--- src/rtl/alu_seq_if.sv ---
// alu_seq_if: request/response handshake bundle for alu_seq.
// The master drives requests and accepts results; the slave is the ALU.
interface alu_seq_if #(
    parameter int DATA_WIDTH      = 8,
    parameter int OPCODE_BITS     = 5,
    parameter int PARAM_BITS      = 8,
    parameter int NUM_STATUS_BITS = 3
) ();
    logic                       in_valid;
    logic                       in_ready;
    logic [OPCODE_BITS-1:0]     opcode;
    logic [DATA_WIDTH-1:0]      operand1;
    logic [DATA_WIDTH-1:0]      operand2;
    logic [PARAM_BITS-1:0]      param;
    logic                       out_valid;
    logic                       out_ready;
    logic [DATA_WIDTH-1:0]      result;
    logic [NUM_STATUS_BITS-1:0] status;
    logic                       busy;

    modport master (
        output in_valid,
        output opcode,
        output operand1,
        output operand2,
        output param,
        output out_ready,
        input  in_ready,
        input  out_valid,
        input  result,
        input  status,
        input  busy
    );

    modport slave (
        input  in_valid,
        input  opcode,
        input  operand1,
        input  operand2,
        input  param,
        input  out_ready,
        output in_ready,
        output out_valid,
        output result,
        output status,
        output busy
    );
endinterface

--- src/rtl/alu_seq.sv ---
// alu_seq: sequential ALU for the Jac1-8 datapath.
// One op per handshake; MUL runs one shift-add step per cycle.
module alu_seq #(
    parameter int DATA_WIDTH      = 8,
    parameter int OPCODE_BITS     = 5,
    parameter int PARAM_BITS      = 8,
    parameter int NUM_STATUS_BITS = 3
) (
    input  logic     clk,
    input  logic     reset_n,
    alu_seq_if.slave bus
);
    localparam int W  = DATA_WIDTH;
    localparam int CW = $clog2(DATA_WIDTH);
    localparam int SB = NUM_STATUS_BITS;
    localparam logic [31:0] WU = 32'(DATA_WIDTH);

    localparam logic [OPCODE_BITS-1:0] OP_ADD = OPCODE_BITS'(1);
    localparam logic [OPCODE_BITS-1:0] OP_SUB = OPCODE_BITS'(2);
    localparam logic [OPCODE_BITS-1:0] OP_AND = OPCODE_BITS'(3);
    localparam logic [OPCODE_BITS-1:0] OP_OR  = OPCODE_BITS'(4);
    localparam logic [OPCODE_BITS-1:0] OP_NOT = OPCODE_BITS'(5);
    localparam logic [OPCODE_BITS-1:0] OP_XOR = OPCODE_BITS'(6);
    localparam logic [OPCODE_BITS-1:0] OP_SHL = OPCODE_BITS'(7);
    localparam logic [OPCODE_BITS-1:0] OP_SHR = OPCODE_BITS'(8);
    localparam logic [OPCODE_BITS-1:0] OP_VAL = OPCODE_BITS'(9);
    localparam logic [OPCODE_BITS-1:0] OP_MUL = OPCODE_BITS'(10);
    localparam logic [OPCODE_BITS-1:0] OP_ROL = OPCODE_BITS'(11);
    localparam logic [OPCODE_BITS-1:0] OP_ROR = OPCODE_BITS'(12);
    localparam logic [OPCODE_BITS-1:0] OP_ADC = OPCODE_BITS'(13);
    localparam logic [OPCODE_BITS-1:0] OP_SBB = OPCODE_BITS'(14);

    typedef enum logic [1:0] {
        IDLE,
        EXEC,
        DONE
    } state_t;

    state_t state_q;
    state_t state_d;

    logic ready;
    logic accept;
    logic is_mul;
    logic last;

    logic [W-1:0]  op1;
    logic [W-1:0]  op2;
    logic          cin;
    logic          bin;
    logic [W:0]    sum_w;
    logic [W:0]    diff_w;
    logic [31:0]   sh_amt;
    logic [31:0]   rot_amt;
    logic [W-1:0]  shl_v;
    logic [W-1:0]  shr_v;
    logic [W-1:0]  rol_v;
    logic [W-1:0]  ror_v;
    logic [W-1:0]  val_v;

    logic [W-1:0]  res_d;
    logic [SB-1:0] status_d;
    logic          c_d;
    logic          b_d;
    logic          z_d;
    logic          carry_d;

    logic          carry_q;
    logic [W-1:0]  result_q;
    logic [SB-1:0] status_q;

    logic [2*W-1:0] acc_q;
    logic [2*W-1:0] mcand_q;
    logic [W-1:0]   mplier_q;
    logic [CW-1:0]  cnt_q;
    logic [2*W-1:0] acc_nxt;
    logic [SB-1:0]  mul_status;

    assign op1 = bus.operand1;
    assign op2 = bus.operand2;

    // carry_q doubles as the borrow for SBB
    assign cin = (bus.opcode == OP_ADC) & carry_q;
    assign bin = (bus.opcode == OP_SBB) & carry_q;

    assign sum_w  = {1'b0, op1} + {1'b0, op2}
                  + {{W{1'b0}}, cin};
    assign diff_w = {1'b0, op1} - {1'b0, op2}
                  - {{W{1'b0}}, bin};

    assign sh_amt  = 32'(bus.param);
    assign rot_amt = sh_amt % WU;

    assign shl_v = (sh_amt >= WU) ? '0 : (op1 << sh_amt);
    assign shr_v = (sh_amt >= WU) ? '0 : (op1 >> sh_amt);

    // a zero rotate shifts the other half by W, which yields 0
    assign rol_v = (op1 << rot_amt)
                 | (op1 >> (WU - rot_amt));
    assign ror_v = (op1 >> rot_amt)
                 | (op1 << (WU - rot_amt));

    generate
        if (PARAM_BITS >= DATA_WIDTH) begin : g_val_trunc
            assign val_v = bus.param[DATA_WIDTH-1:0];
        end else begin : g_val_ext
            assign val_v = {{(DATA_WIDTH-PARAM_BITS){1'b0}},
                            bus.param};
        end
    endgenerate

    always_comb begin
        res_d    = '0;
        c_d      = 1'b0;
        b_d      = 1'b0;
        z_d      = 1'b0;
        carry_d  = carry_q;
        is_mul   = 1'b0;
        status_d = '0;
        unique case (bus.opcode)
            OP_ADD, OP_ADC: begin
                res_d   = sum_w[W-1:0];
                c_d     = sum_w[W];
                z_d     = ~|sum_w;
                carry_d = sum_w[W];
            end
            OP_SUB, OP_SBB: begin
                res_d   = diff_w[W-1:0];
                b_d     = diff_w[W];
                z_d     = ~|diff_w;
                carry_d = diff_w[W];
            end
            OP_AND: begin
                res_d = op1 & op2;
                z_d   = ~|res_d;
            end
            OP_OR: begin
                res_d = op1 | op2;
                z_d   = ~|res_d;
            end
            OP_NOT: begin
                res_d = ~op2;
                z_d   = ~|res_d;
            end
            OP_XOR: begin
                res_d = op1 ^ op2;
                z_d   = ~|res_d;
            end
            OP_SHL: begin
                res_d = shl_v;
                z_d   = ~|res_d;
            end
            OP_SHR: begin
                res_d = shr_v;
                z_d   = ~|res_d;
            end
            OP_VAL: begin
                res_d = val_v;
                z_d   = ~|res_d;
            end
            OP_ROL: begin
                res_d = rol_v;
                z_d   = ~|res_d;
            end
            OP_ROR: begin
                res_d = ror_v;
                z_d   = ~|res_d;
            end
            OP_MUL: begin
                is_mul = 1'b1;
            end
            default: begin
                res_d = '0;
            end
        endcase
        status_d[0] = c_d;
        status_d[1] = b_d;
        status_d[2] = z_d;
    end

    assign acc_nxt = acc_q + (mplier_q[0] ? mcand_q : '0);
    assign last    = (cnt_q == CW'(W - 1));

    always_comb begin
        mul_status    = '0;
        mul_status[0] = |acc_nxt[2*W-1:W];
        mul_status[2] = ~|acc_nxt;
    end

    always_ff @(posedge clk or negedge reset_n) begin
        if (!reset_n) begin
            state_q <= IDLE;
        end else begin
            state_q <= state_d;
        end
    end

    always_comb begin
        state_d = state_q;
        ready   = 1'b0;
        accept  = 1'b0;
        unique case (state_q)
            IDLE: begin
                ready  = 1'b1;
                accept = bus.in_valid;
                if (accept) begin
                    state_d = is_mul ? EXEC : DONE;
                end
            end
            EXEC: begin
                if (last) begin
                    state_d = DONE;
                end
            end
            DONE: begin
                ready  = bus.out_ready;
                accept = bus.in_valid & bus.out_ready;
                if (accept) begin
                    state_d = is_mul ? EXEC : DONE;
                end else if (bus.out_ready) begin
                    state_d = IDLE;
                end
            end
            default: begin
                state_d = IDLE;
            end
        endcase
    end

    always_ff @(posedge clk or negedge reset_n) begin
        if (!reset_n) begin
            result_q <= '0;
            status_q <= '0;
            carry_q  <= 1'b0;
            acc_q    <= '0;
            mcand_q  <= '0;
            mplier_q <= '0;
            cnt_q    <= '0;
        end else if (accept) begin
            if (is_mul) begin
                acc_q    <= '0;
                mcand_q  <= {{W{1'b0}}, op1};
                mplier_q <= op2;
                cnt_q    <= '0;
            end else begin
                result_q <= res_d;
                status_q <= status_d;
                carry_q  <= carry_d;
            end
        end else if (state_q == EXEC) begin
            acc_q    <= acc_nxt;
            mcand_q  <= mcand_q << 1;
            mplier_q <= mplier_q >> 1;
            cnt_q    <= cnt_q + 1'b1;
            if (last) begin
                result_q <= acc_nxt[W-1:0];
                status_q <= mul_status;
            end
        end
    end

    assign bus.in_ready  = ready;
    assign bus.out_valid = (state_q == DONE);
    assign bus.busy      = (state_q == EXEC);
    assign bus.result    = result_q;
    assign bus.status    = status_q;
endmodule

--- src/flat_wrapper.sv ---
// flat-port wrapper written by rule: the top's interface ports become plain ports
module alu_seq_flat 
#(
    parameter int DATA_WIDTH      = 8,
    parameter int OPCODE_BITS     = 5,
    parameter int PARAM_BITS      = 8,
    parameter int NUM_STATUS_BITS = 3
)
  (clk, reset_n, bus_in_valid, bus_opcode, bus_operand1, bus_operand2, bus_param, bus_out_ready, bus_in_ready, bus_out_valid, bus_result, bus_status, bus_busy);
  alu_seq_if #(.DATA_WIDTH(DATA_WIDTH), .OPCODE_BITS(OPCODE_BITS), .PARAM_BITS(PARAM_BITS), .NUM_STATUS_BITS(NUM_STATUS_BITS)) bus_i ();
  input  logic clk;
  input  logic reset_n;
  input wire logic [$bits(bus_i.in_valid)-1:0] bus_in_valid;
  input wire logic [$bits(bus_i.opcode)-1:0] bus_opcode;
  input wire logic [$bits(bus_i.operand1)-1:0] bus_operand1;
  input wire logic [$bits(bus_i.operand2)-1:0] bus_operand2;
  input wire logic [$bits(bus_i.param)-1:0] bus_param;
  input wire logic [$bits(bus_i.out_ready)-1:0] bus_out_ready;
  output wire logic [$bits(bus_i.in_ready)-1:0] bus_in_ready;
  output wire logic [$bits(bus_i.out_valid)-1:0] bus_out_valid;
  output wire logic [$bits(bus_i.result)-1:0] bus_result;
  output wire logic [$bits(bus_i.status)-1:0] bus_status;
  output wire logic [$bits(bus_i.busy)-1:0] bus_busy;
  assign bus_i.in_valid = bus_in_valid;
  assign bus_i.opcode = bus_opcode;
  assign bus_i.operand1 = bus_operand1;
  assign bus_i.operand2 = bus_operand2;
  assign bus_i.param = bus_param;
  assign bus_i.out_ready = bus_out_ready;
  assign bus_in_ready = bus_i.in_ready;
  assign bus_out_valid = bus_i.out_valid;
  assign bus_result = bus_i.result;
  assign bus_status = bus_i.status;
  assign bus_busy = bus_i.busy;
  alu_seq #(.DATA_WIDTH(DATA_WIDTH), .OPCODE_BITS(OPCODE_BITS), .PARAM_BITS(PARAM_BITS), .NUM_STATUS_BITS(NUM_STATUS_BITS)) u_core (.clk(clk), .reset_n(reset_n), .bus(bus_i));
endmodule
--- config.mk ---
export PLATFORM = sky130hd
export DESIGN_NAME = alu_seq_flat
export DESIGN_NICKNAME = d
export VERILOG_FILES = /design/src/rtl/alu_seq_if.sv /design/src/rtl/alu_seq.sv /design/src/flat_wrapper.sv
export SDC_FILE = /design/constraint.sdc
export NUM_CORES = 1
export LEC_CHECK = 0
export CAP_MARGIN = 30
export CORE_MARGIN = 2
export CORE_UTILIZATION = 25
export DETAILED_ROUTE_END_ITERATION = 12
export SLEW_MARGIN = 10
export SYNTH_ARGS = -nofsm -noshare
export SYNTH_HDL_FRONTEND = slang
export SYNTH_SLANG_ARGS = --single-unit
--- constraint.sdc ---
create_clock -name clk -period 6.1 [get_ports clk]
set_clock_uncertainty 0.1 [all_clocks]
set_input_delay 0.61 -clock clk [delete_from_list [all_inputs] [get_ports clk]]
set_output_delay 0.61 -clock clk [all_outputs]
set_load 0.005 [all_outputs]
==> impl_metrics.csv <==
group,metric,value,unit
worst_setup_path,regToRegSetupSlack,2.58,ns
synthesis,synth_edf_count,0,
power_and_ir_drop,power.total,2330,uW
synthesis,seq_area_frac_synth,22.6,%
power_and_ir_drop,power_frac_clock,21.2,%
sta,finalSetupViolations,0,
cts,clock_path_buffers,2,
synthesis,yosysTopAreaCellShare,22.6,%
power_and_ir_drop,powerDensity,316,nW/um^2
worst_setup_path,reg2reg_depth,12,
place,gp_congestion,0.968,
sta,fin_crit,4.32,ns
place,portBuffers,46,
power_and_ir_drop,leakage,0.00301,uW
global_route,grt_pass1_wl,34800,um
route,drt-wirelength-per-cell,19.7,um
hold_path,hp-class,"in -> async",
die,core-area,25000,um^2
global_route,grt_pass1_vias,6062,
worst_setup_path,required,6.25,ns
worst_setup_path,crit_path_start_kind,"input pin",
worst_setup_path,path_depth,13,
place,dpl_cell_area,7070,um^2
finish,fin_nets,885,
cts,cts_tree,"built",
synthesis,syn_nets,863,
place,dp_hpwl,17000,um
cts,cts_root_buffer,"clkbuf_16",
power_and_ir_drop,power_frac_comb,52.0,%
synthesis,synthDistinctLibCells,88,
cts,cts_hold_buf,0,
cts,cts.sinks,57,
die,start_util,25.3,%
power_and_ir_drop,peakVddDrop,0.000154,V
sta,period_share,70.8,%
global_route,antenna_found_initial,0,
route,drtIter0Drc,606,
worst_setup_path,path_buf_inv,1,
sta,whs,0.342,ns
synthesis,ys_warn_count,0,
route,dr.pass1.iters,5,
job,drv_cap,0,
worst_setup_path,crit_slowest_cell,"clkdlybuf4s50_1",
sta,worst_pin_slew,0.950,ns
cts,post-cts-setup-buffers,0,
worst_setup_path,cp_top_family,"simple AND/OR/NAND/NOR gates",
cts,cts_resized,0,
worst_setup_path,worstReg2RegStart,"u_core.mplier_q[0]$_DFFE_PN0P_",
worst_setup_path,cp.arrival,4.47,ns
cts,htreeDepth,3,
global_route,grt_use_total,16.8,%
synthesis,synth_commonest_cells,"73 x nand2_1, 58 x nor2_1, 57 x dfrtp_1, 48 x ha_1, 47 x o21ai_0",
die,die_w,163,um
synthesis,synth_area_leader_cell,"dfrtp_1",
power_and_ir_drop,internal_power,1350,uW
synthesis,synth.area.top_cells,"dfrtp_1 23%, ha_1 9.5%, nand2_1 4.3%",
worst_setup_path,r2r_end,"u_core.bus.status[2]$_DFFE_PN0P_",
finish,drive_gt1_share,7.98,%
route,drc,0,
worst_setup_path,startpoint,"bus_opcode[1]",
finish,finalInstanceArea,7360,um^2
route,routed_wl,22200,um
worst_setup_path,critPathKind,"in -> reg",
synthesis,synthesis.area,6320,um^2
synthesis,synth_ff_type,"dfrtp_1",
route,vias_per_cell,5.57,
sta,slew_headroom,36.7,%
global_route,overflow,0,
power_and_ir_drop,swShare,42.0,%
synthesis,synthArstFlopShare,100,%
worst_setup_path,max_stage_delay,0.71,ns
worst_setup_path,crit_fanout,12,
power_and_ir_drop,p_seq_share,26.8,%
sta,tns,0,ns
die,io_pins,47,
sta,rsz0062_at_grt,"no",
sta,final_max_slew_viol_count,0,
outcome,status,"finished, final reports clean",
synthesis,yosysMostFrequentCell,"nand2_1",
die,fp-row-count,58,
synthesis,avgSynthCellArea,8.14,um^2
worst_setup_path,crit_chain,"clkdlybuf4s50_1 -> or3b_1 -> or2_2 -> fa_1 -> fa_1 -> o21ai_0 -> a211oi_1 -> a31oi_1 -> xor2_1 -> or2_2 -> nor4_1 -> nor3_1 -> o21ai_1",
finish,area_growth,16.4,%
synthesis,synth_seq_cells,57,
worst_setup_path,endpoint_kind,"register",
cts,clock_latency,0.33,ns
worst_setup_path,critical_path.endpoint,"u_core.bus.status[2]$_DFFE_PN0P_",
route,ant_nets,0,
cts,numCtsBuffers,9,
sta,fmax,231,MHz
finish,diodes,0,
finish,fillCellCount,2682,
power_and_ir_drop,switching_power,977,uW
die,dieHeight,163,um
sta,hold_viol,0,
global_route,grt_max_degree,58,
synthesis,synth_cells,777,
die,dieArea,26600,um^2
route,vias,6306,
cts,path_clk_slew,0.06,ns
logic make-up (layout without fill, tap and decap cells):
family	count (synthesis)	after routing	synth area share [%]
XOR/XNOR	20	20	2.89
flip-flops	57	57	22.6
AO/OA/AOI/OAI	241	241	27.1
buffers and inverters	82	107	5.46
AND/OR/NAND/NOR	287	287	23.5
multiplexers	37	37	7.38
adder cells (fa/ha/maj)	53	53	11.1
routing by layer:
layer  GRT usage [%]  vias to the layer above  part of all wire [%]
met3            4.11                       44                   8.3
met4            5.47                        0                   2.6
met5               0                        -                     0
met2            24.8                      263                    43
li1                -                     2967                     -
met1            23.9                     3032                    47
sequential cells by signal (all words and copies together) (netlist names):
name and cells:
u_core.bus.status 3, u_core.state_q 2, u_core.bus.result 8, u_core.mplier_q 8
u_core.carry_q 1, u_core.mcand_q 16, u_core.acc_q 16, u_core.cnt_q 3
power by group through the flow:
stage / combinational [uW] / clock (uW) / sequential, uW
2_1_floorplan: 858 / 0 / 591
3_3_place_gp: 1190 / 0 / 626
6_report: 1210 / 493 / 624
4_1_cts: 1200 / 501 / 624
5_1_grt: 1340 / 518 / 645
3_5_place_dp: 1190 / 0 / 629
worst register-to-register path, delay by kind of cell (launching register included):
family          cells  cell delay [ns]
simple gates        5             1.33
buf+inv             1             0.07
fa+ha+maj           2             0.62
compound gates      4             0.66
flops               1             0.66
cell usage in the layout (no fill, tap or decap), types with 13 or more instances in the layout:
| cell type | instances |
|---|---|
| a21oi_1 | 34 |
| a22o_1 | 23 |
| a31oi_1 | 20 |
| and2_1 | 18 |
| clkdlybuf4s50_1 | 45 |
| dfrtp_1 | 57 |
| ha_1 | 48 |
| inv_1 | 34 |
| mux2i_1 | 20 |
| nand2_1 | 73 |
| nand3_1 | 21 |
| nor2_1 | 58 |
| nor3_1 | 22 |
| nor4_1 | 13 |
| o21ai_0 | 47 |
area by class of cell:
type | instances | area, um^2 | area share, %
multi-input combinational | 638 | 4560 | 62.0
sequential | 57 | 1430 | 19.4
timing repair buffer | 58 | 541 | 7.35
tap | 330 | 413 | 5.61
clock buffer | 10 | 239 | 3.25
inverter | 35 | 131 | 1.79
clock inverter | 4 | 45.0 | 0.612
worst min path at each step:
stage	to	cells after the start
global route	u_core.mcand_q[15]$_DFFE_PN0P_	2
global placement	u_core.mplier_q[7]$_DFFE_PN0P_	2
floorplan	u_core.acc_q[0]$_DFFE_PN0P_	0
finish	u_core.mcand_q[15]$_DFFE_PN0P_	2
CTS	u_core.mcand_q[15]$_DFFE_PN0P_	2
detailed placement	u_core.mplier_q[7]$_DFFE_PN0P_	2
per-stage QoR:
| step | instances | setup WS, ns | util, % |
|---|---|---|---|
| 2_1_floorplan | 777 | 2.31 | - |
| 3_3_place_gp | 1116 | 1.56 | 28.2 |
| 3_5_place_dp | 1117 | 1.49 | 28.2 |
| 4_1_cts | 1131 | 1.82 | 29.4 |
| 5_1_grt | 1132 | 1.58 | 29.4 |
| 6_report | 1132 | 1.78 | 29.4 |
Power figures use the tool's default switching activity.
==> variant: new RTL, same flow settings <==
The 3 states of `state_t` get a one-hot encoding in 3 bits.
--- a/src/rtl/alu_seq.sv
+++ b/src/rtl/alu_seq.sv
@@ -30,10 +30,10 @@
     localparam logic [OPCODE_BITS-1:0] OP_ADC = OPCODE_BITS'(13);
     localparam logic [OPCODE_BITS-1:0] OP_SBB = OPCODE_BITS'(14);
 
-    typedef enum logic [1:0] {
-        IDLE,
-        EXEC,
-        DONE
+    typedef enum logic [2:0] {
+        IDLE = 3'b001,
+        EXEC = 3'b010,
+        DONE = 3'b100
     } state_t;
 
     state_t state_q;
Check against the original RTL: no difference found for any inputs over 4 cycles, from zero or initial values and one cycle with reset_n low; so few cycles prove little.
==> variant against the unedited design <==
Design area is 0.49% higher; highest routed layer unchanged; setup slack got worse by 0.0059 ns; via count up 0.46%; clock power grew 14%; sequential share of layout area grew 0.26 points; sequential cell count rose by 1; total power fell by 3.9%; area after synthesis fell by 0.75%; die area down 0.73%; combinational power is 16% lower; register-to-register slack worse by 0.07 ns; count of clock-buffer cells in the layout increased by 2; routed wire length hardly changed.
==> variant: results (changes against the unedited design) <==
Outcome
  – Status: finished clean (unchanged)

Finish
  – FILL cells: 2566 (was 2682)
  – Final Util: 0.302 (was 0.294)

Setup path
  – CP max FO: 8 (was 12)
  – CP Launch Point: bus_opcode[3] (was bus_opcode[1])
  – Worst Setup EP: u_core.bus.result[4]$_DFFE_PN0P_ (was u_core.bus.status[2]$_DFFE_PN0P_)
  – Worst R2R Setup Slack: 2.51 ns (was 2.58 ns)
  – Delay-heaviest family, CP: compound AO/OA/AOI/OAI gates (was simple AND/OR/NAND/NOR gates)
  – Critical path data arrival time: 4.45 ns (was 4.47 ns)

Logic synthesis
  – Mux contribution to synthesized area: 0.108 (was 0.0738)
  – Synth cell count leaders: 105 x nand2_1, 68 x nor2_1, 57 x dfrtp_1, 57 x o21ai_0, 48 x ha_1 (was 73 x nand2_1, 58 x nor2_1, 57 x dfrtp_1, 48 x ha_1, 47 x o21ai_0)
  – Dominant cells by area after synthesis: dfrtp_1 23%, ha_1 9.6%, nand2_1 6.3% (was dfrtp_1 23%, ha_1 9.5%, nand2_1 4.3%)
  – Xor/xnor share of the synthesized area: 0.0391 (was 0.0289)
  – Avg Inst Size Synth: 8.03 sq um (was 8.14 sq um)
  – Post-Syn Nets: 868 (was 863)
  – Yosys cell types: 70 (was 88)
  – Compound-gate portion of the synthesized area: 0.243 (was 0.271)

Global routing
  – First-pass GRT wire length: 34900 microns (was 34800 microns)
  – GR Util All Layers: 0.169 (was 0.168)
  – Largest net degree at the start of global routing: 59 (was 58)

Placement
  – Cells after DPL: 1122 (was 1117)
  – Post-Place Setup Slack: 1.56 ns (was 1.49 ns)
  – Placed Area: 7060 sq um (was 7070 sq um)

Timing
  – Max-slew headroom: 0.353 (was 0.367)
  – Crit path time final: 4.33 ns (was 4.32 ns)

Route
  – Vias/cell: 5.57 (about the same)
  – Drt wl/cell: 19.5 microns (was 19.7 microns)

Pwr
  – Max IR drop VDD: 183 uV (was 154 uV)
variant: changes by cell type after synthesis, moves of 9 or more:
cell	change
nor2_1	+10
mux2i_1	+12
o22ai_1	+10
nand2_1	+32
nand3_1	-9
a22o_1	-16
a31oi_1	-12
o21ai_0	+10
variant: area by class of cell:
class | count | share of cell area
multi-input cells | 646 | 0.612
clock buffers | 12 | 0.0347
inverters | 36 | 0.0183
clock inverters | 4 | 0.00998
repair buffers | 58 | 0.0741
flip-flops and latches | 58 | 0.196
well taps | 324 | 0.0548
variant: layer usage:
metal | global-route usage | vias to the layer above | part of all wire
met2 | 0.245 | 294 | 0.42
met1 | 0.248 | 3049 | 0.47
met3 | 0.0339 | 49 | 0.079
met5 | 0 | - | 0
met4 | 0.0599 | 0 | 0.031
li1 | - | 2943 | -
variant: worst min-delay path by stage:
| stage | from | to | slack (ns) | cells past startpoint |
|---|---|---|---|---|
| 3_3_place_gp | u_core.bus.result[2]$_DFFE_PN0P_ | u_core.bus.result[2]$_DFFE_PN0P_ | 0.36 | 2 |
| 2_1_floorplan | reset_n | u_core.acc_q[0]$_DFFE_PN0P_ | 0.21 | 0 |
| 5_1_grt | u_core.bus.result[2]$_DFFE_PN0P_ | u_core.bus.result[2]$_DFFE_PN0P_ | 0.39 | 2 |
| 4_1_cts | reset_n | u_core.mcand_q[14]$_DFFE_PN0P_ | 0.37 | 2 |
| 6_report | reset_n | u_core.mcand_q[14]$_DFFE_PN0P_ | 0.33 | 2 |
| 3_5_place_dp | u_core.bus.result[2]$_DFFE_PN0P_ | u_core.bus.result[2]$_DFFE_PN0P_ | 0.37 | 2 |
variant: where the power goes:
group	switching, mW	internal (mW)	total (mW)	leakage [nW]
clock	0.180	0.380	0.560	0.163
combinational	0.573	0.447	1.02	2.20
sequential	0.110	0.545	0.654	0.693
